File: src/rtl/remote_update_ctrl.sv
// Sequencer for a remote-update core: reads one configuration parameter per
// request, or issues a one-shot reconfiguration that locks the block until reset.
//
// state      | meaning
// IDLE       | waiting for start_read / start_reconfig
// RD_REQ     | one-cycle read strobe to the core
// RD_WAIT_HI | waiting for the core to raise busy
// RD_WAIT_LO | waiting for busy to fall, then capture data
// RD_DONE    | one-cycle param_valid pulse
// RECFG      | holding ru_reconfig high for RECONFIG_HOLD cycles
// RECFG_DONE | terminal; only reset leaves this state
module remote_update_ctrl #(
  parameter int unsigned DATA_W        = 29,
  parameter int unsigned TIMEOUT       = 1023,
  parameter int unsigned RECONFIG_HOLD = 4
) (
  input  logic              clk_i,
  input  logic              reset_i,
  input  logic              start_read_i,
  input  logic [2:0]        read_sel_i,
  input  logic              start_reconfig_i,
  input  logic              ru_busy_i,
  input  logic [DATA_W-1:0] ru_data_out_i,
  output logic [2:0]        ru_param_o,
  output logic              ru_read_param_o,
  output logic              ru_reconfig_o,
  output logic [DATA_W-1:0] param_data_o,
  output logic              param_valid_o,
  output logic              ctrl_busy_o,
  output logic              error_o
);

  localparam int unsigned CNT_W  = (TIMEOUT > 1) ? $clog2(TIMEOUT + 1) : 1;
  localparam int unsigned HOLD_W = (RECONFIG_HOLD > 1) ? $clog2(RECONFIG_HOLD) : 1;
  localparam logic [CNT_W-1:0]  TIMEOUT_C = CNT_W'(TIMEOUT);
  localparam logic [HOLD_W-1:0] HOLD_LOAD = HOLD_W'(RECONFIG_HOLD - 1);

  typedef enum logic [2:0] {
    IDLE,
    RD_REQ,
    RD_WAIT_HI,
    RD_WAIT_LO,
    RD_DONE,
    RECFG,
    RECFG_DONE
  } state_e;

  state_e              state_q, state_d;
  logic [CNT_W-1:0]    cnt_q, cnt_d;
  logic [HOLD_W-1:0]   hold_q, hold_d;
  logic [2:0]          ru_param_q, ru_param_d;
  logic [DATA_W-1:0]   param_data_q, param_data_d;
  logic                error_q, error_d;
  logic                ru_read_param_q;
  logic                ru_reconfig_q;
  logic                param_valid_q;
  logic                ctrl_busy_q;

  always_comb begin
    state_d      = state_q;
    cnt_d        = cnt_q;
    hold_d       = hold_q;
    ru_param_d   = ru_param_q;
    param_data_d = param_data_q;
    error_d      = error_q;

    unique case (state_q)
      IDLE: begin
        // read has priority; a coincident reconfig request is dropped
        if (start_read_i) begin
          ru_param_d = read_sel_i;
          error_d    = 1'b0;
          state_d    = RD_REQ;
        end else if (start_reconfig_i && !ru_busy_i) begin
          error_d = 1'b0;
          hold_d  = HOLD_LOAD;
          state_d = RECFG;
        end
      end

      RD_REQ: begin
        cnt_d   = '0;
        state_d = RD_WAIT_HI;
      end

      RD_WAIT_HI: begin
        if (cnt_q == TIMEOUT_C) begin
          state_d = IDLE;
        end else if (ru_busy_i) begin
          cnt_d   = '0;
          state_d = RD_WAIT_LO;
        end else begin
          cnt_d = cnt_q + CNT_W'(1);
          if (cnt_d == TIMEOUT_C) error_d = 1'b1;
        end
      end

      RD_WAIT_LO: begin
        if (cnt_q == TIMEOUT_C) begin
          state_d = IDLE;
        end else if (!ru_busy_i) begin
          param_data_d = ru_data_out_i;
          state_d      = RD_DONE;
        end else begin
          cnt_d = cnt_q + CNT_W'(1);
          if (cnt_d == TIMEOUT_C) error_d = 1'b1;
        end
      end

      RD_DONE: begin
        state_d = IDLE;
      end

      RECFG: begin
        if (hold_q == '0) begin
          state_d = RECFG_DONE;
        end else begin
          hold_d = hold_q - HOLD_W'(1);
        end
      end

      RECFG_DONE: begin
        state_d = RECFG_DONE;
      end

      default: begin
        state_d = IDLE;
      end
    endcase
  end

  // strobes are decoded from the next state so they line up with the state they mark
  always_ff @(posedge clk_i) begin
    if (reset_i) begin
      state_q         <= IDLE;
      cnt_q           <= '0;
      hold_q          <= '0;
      ru_param_q      <= '0;
      param_data_q    <= '0;
      error_q         <= 1'b0;
      ru_read_param_q <= 1'b0;
      ru_reconfig_q   <= 1'b0;
      param_valid_q   <= 1'b0;
      ctrl_busy_q     <= 1'b0;
    end else begin
      state_q         <= state_d;
      cnt_q           <= cnt_d;
      hold_q          <= hold_d;
      ru_param_q      <= ru_param_d;
      param_data_q    <= param_data_d;
      error_q         <= error_d;
      ru_read_param_q <= (state_d == RD_REQ);
      ru_reconfig_q   <= (state_d == RECFG);
      param_valid_q   <= (state_d == RD_DONE);
      ctrl_busy_q     <= (state_d != IDLE);
    end
  end

  assign ru_param_o      = ru_param_q;
  assign ru_read_param_o = ru_read_param_q;
  assign ru_reconfig_o   = ru_reconfig_q;
  assign param_data_o    = param_data_q;
  assign param_valid_o   = param_valid_q;
  assign ctrl_busy_o     = ctrl_busy_q;
  assign error_o         = error_q;

endmodule

File: config.mk
export PLATFORM = sky130hd
export DESIGN_NAME = remote_update_ctrl
export DESIGN_NICKNAME = d
export VERILOG_FILES = /design/src/rtl/remote_update_ctrl.sv
export SDC_FILE = /design/constraint.sdc
export NUM_CORES = 1
export LEC_CHECK = 0
export ABC_AREA = 1
export BUFFER_PORTS_ARGS = -buffer_cell sky130_fd_sc_hd__buf_2
export CAP_MARGIN = 25
export CORE_MARGIN = 5
export CORE_UTILIZATION = 28
export CTS_BUF_LIST = sky130_fd_sc_hd__clkbuf_16
export DETAILED_ROUTE_END_ITERATION = 6
export GPL_TIMING_DRIVEN = 0
export PLACE_DENSITY = 0.57
export SYNTH_ARGS = -nofsm -noshare
export SYNTH_HDL_FRONTEND = slang
export SYNTH_SLANG_ARGS = --single-unit
File: constraint.sdc
create_clock -name clk_i -period 1.6 [get_ports clk_i]
set_clock_uncertainty 0.05 [all_clocks]
set_input_delay 0.16 -clock clk_i [delete_from_list [all_inputs] [get_ports clk_i]]
set_output_delay 0.16 -clock clk_i [all_outputs]
set_load 0.01 [all_outputs]
==> flow_summary.ini <==
[status]
outcome = completed

[synthesis]
yosysWarningCount = 0
synth-seq-area-share = 0.444
syn_area_sq_mm = 0.00235
synthTopCellsByArea = sky130_fd_sc_hd__dfxtp_1, sky130_fd_sc_hd__nor2_1, sky130_fd_sc_hd__nand2_1
synthCells = 328
synthDominantCellAreaShare = 0.444
unique_cell_type_count_in_the_yosys_netlist = 32
synth_top_cell_by_area = sky130_fd_sc_hd__dfxtp_1
synth.net_count = 368
ys_ff_latch = 52
avgSynthCellArea_sq_um = 7.15

[cells_and_area]
mostFrequentLayoutCell = sky130_fd_sc_hd__nor2_1
post-route-cell-area_sq_mm = 0.00324
post_route_cells_drive_above_1_share = 0.327
num_antenna_cells = 0
area_growth_pct = 38.0
design.final.nets = 455
most-common-layout-cells = sky130_fd_sc_hd__nor2_1, sky130_fd_sc_hd__buf_2, sky130_fd_sc_hd__nand2_1

[detailed_routing]
via_density_per_instance = 4.35
post_drt_wl_per_cell_um = 11.6
ant_nets = 0
route.vias.total = 2264
drt_pre_antenna_iters = 4
post_route_drc_violation_count = 0
postRouteWirelength_mm = 6.02
drt_iter0_drc = 49

[setup_path]
worst-endpoint-required_ns = 1.74
critical_path_cell_with_the_highest_stage_delay = sky130_fd_sc_hd__dfxtp_4
most_frequent_cell_on_the_critical_path = sky130_fd_sc_hd__nand2_4
critical_path.endpoint_type = flop
timing.critical_path.fanout_max = 6
critical_path_arrival_ns = 1.73
count_of_buffering_cells_on_the_critical_path_with_inverters_included = 3
setup.worst_path.class = reg -> reg
reg2reg_setup_slack_ns = 0.01
worst-r2r-cell-count = 10
setup.worst_path.start_class = flop
max_stage_delay_ns = 0.37
worstPathCellList = ha_4, nand2_4, nor2_8, nand3_4, nand2_4, inv_4, buf_12, clkbuf_16, nor2_2, nor2_1
critical-path-top-delay-family = simple AND/OR/NAND/NOR gates
cp.depth = 10

[die]
fp.dieW_um = 102
starting_utilization_of_the_core_area = 0.287
fp.dieH_um = 102
design.die.area_sq_mm = 0.0103
placeableCoreArea_sq_mm = 0.00818
site_rows = 33
pin_count = 74

[power]
power_frac_comb = 0.224
power_frac_clock = 0.347
net_switching_power_of_the_design_uw = 1110
power_density_mw_per_mm2 = 1120
pwr-share-seq = 0.428
cellLeakagePower_uw = 0.00150
ir_worst_vdd_mv = 0.651
share_of_total_power_consumed_by_net_switching = 0.305
internal_power_uw = 2530

[min_path]
worstHoldPathType = in -> reg
number_of_stages_on_the_worst_hold_path = 3

[timing]
setup_viol = 0
actual_slew_at_the_worst_max_slew_pin_ns = 0.455
timing.final.crit_period_ns = 1.59
maxSlewViolCount = 0
fmaxAchievable_mhz = 630
final.period_utilization = 0.992
setup_repair_after_global_routing_missed_its_margin = yes
fin_worst_hold_slack_ns = 0.0645
maxSlewHeadroom = 0.697
report.final.hold_viol_count = 0

[place]
port_buffers = 73
post_dp_area_sq_mm = 0.00284
place_hpwl_mm = 4.39
gp_congestion = 0.841

[clock_network]
cts.reportedPaths.clkPinSlew_ns = 0.07
cts-root-to-sink-buffers = 2
cts_hold_buf = 0
cts_buffers = 5
tritoncts_num_sinks = 52
tritoncts_clock_tree = done
ctsHtreeMaxLevel = 2
clock_latency_ns = 0.29
clk_root_buffer_cell = sky130_fd_sc_hd__clkbuf_16

[grt]
grt_pass1_vias = 2249
antenna_found_initial = 0
grt.overflow.total = 0
grt_start_max_net_pins = 18
global_route_wire_length_before_repair_mm = 10.0
grt_use_total = 0.119

[run]
cap_violations = 0
[final cells by class]
cell class,instances,area (sq um)
well taps,105,131
repair buffers,80,453
inverters,24,92.6
fillers,882,4940
clock inverters,3,46.3
flip-flops and latches,52,1050
clock buffers,5,125
multi-input cells,238,1230
plain buffers,14,109
[state kept, by name, indices dropped and copies added (netlist names), 2 cells and up]
name,flops
ru_param_o,3
cnt_q,10
state_q,3
hold_q,2
param_data_o,29
[cells in the mapped netlist]
| cell type | count |
|---|---|
| sky130_fd_sc_hd__a211oi_1 | 1 |
| sky130_fd_sc_hd__o21ai_1 | 1 |
| sky130_fd_sc_hd__nand3_1 | 13 |
| sky130_fd_sc_hd__ha_1 | 3 |
| sky130_fd_sc_hd__nand2_4 | 1 |
| sky130_fd_sc_hd__a21o_1 | 1 |
| sky130_fd_sc_hd__clkbuf_1 | 5 |
| sky130_fd_sc_hd__nor2_2 | 6 |
| sky130_fd_sc_hd__a21oi_1 | 9 |
| sky130_fd_sc_hd__inv_2 | 2 |
| sky130_fd_sc_hd__o21bai_1 | 1 |
| sky130_fd_sc_hd__buf_4 | 2 |
| sky130_fd_sc_hd__nand3_4 | 1 |
| sky130_fd_sc_hd__nor3b_1 | 1 |
| sky130_fd_sc_hd__buf_6 | 3 |
| sky130_fd_sc_hd__o21ai_0 | 33 |
| sky130_fd_sc_hd__nand4_1 | 2 |
| sky130_fd_sc_hd__xor2_1 | 2 |
| sky130_fd_sc_hd__inv_1 | 22 |
| sky130_fd_sc_hd__nand2_2 | 1 |
| sky130_fd_sc_hd__buf_2 | 3 |
| sky130_fd_sc_hd__or2_2 | 3 |
| sky130_fd_sc_hd__nor3_2 | 1 |
| sky130_fd_sc_hd__nand2_1 | 54 |
| sky130_fd_sc_hd__and3_1 | 1 |
| sky130_fd_sc_hd__nor2_1 | 94 |
| sky130_fd_sc_hd__nor2_4 | 2 |
| sky130_fd_sc_hd__o21bai_4 | 1 |
| sky130_fd_sc_hd__nor3_1 | 5 |
| sky130_fd_sc_hd__dfxtp_1 | 52 |
| sky130_fd_sc_hd__nor2_8 | 1 |
| sky130_fd_sc_hd__clkbuf_2 | 1 |
[stage by stage]
stage	total power [uW]	util	instances	TNS [ns]	setup slack [ns]
after CTS	3590	0.371	514	0	0.0168
after detailed placement	2300	0.348	506	-2.12	-0.113
after global routing	3880	0.396	521	-1.23	-0.0678
final	3630	0.396	521	0	0.0134
after floorplan	2080	-	328	0	0.0532
after global placement	2300	0.348	506	-1.23	-0.0915
[path summary, 6_finish.rpt]
check                                         to              start
worst max-delay path             param_data_o[8]           cnt_q[1]
worst min-delay path            param_data_o[17]  ru_data_out_i[17]
worst max register to register   param_data_o[8]           cnt_q[1]
worst min register to register     ru_param_o[1]      ru_param_o[1]
[power by group through the flow]
stage	Clock, uW	Sequential (uW)	Combinational [uW]
final	1260	1560	815
after global routing	1350	1580	946
after CTS	1290	1550	744
after detailed placement	0	1570	737
after global placement	0	1560	731
after floorplan	0	1570	508
[logic make-up after synthesis]
logic type | after synthesis | share of synthesized area
and+or+nand+nor | 186 | 0.348
DFF | 52 | 0.444
AOI/OAI and AO/OA | 47 | 0.109
buffers and inverters | 38 | 0.0757
adders and majority gates | 3 | 0.0160
xor gates and xnor gates | 2 | 0.00747
[worst register-to-register path, delay by kind of cell, from the launching register on]
kind	cells	cell delay, ns
buf+inv	3	0.35
fa+ha+maj	1	0.14
flops	1	0.37
simple gates	6	0.58
[what timing repair did]
item | in CTS | in global routing
gates cloned | 0 | 2
resized for setup | 5 | 35
pin swaps | 1 | 7
setup buffers | 0 | 5
setup endpoints to repair | 40 | 37
[per-layer routing]
layer,global-route usage,up-vias,routed length [um]
met2,0.198,38,2890
li1,-,1209,-
met5,0,-,0
met4,0.0450,0,85
met1,0.148,1011,2790
met3,0.0289,6,249
(Power assumes the default switching activity.)
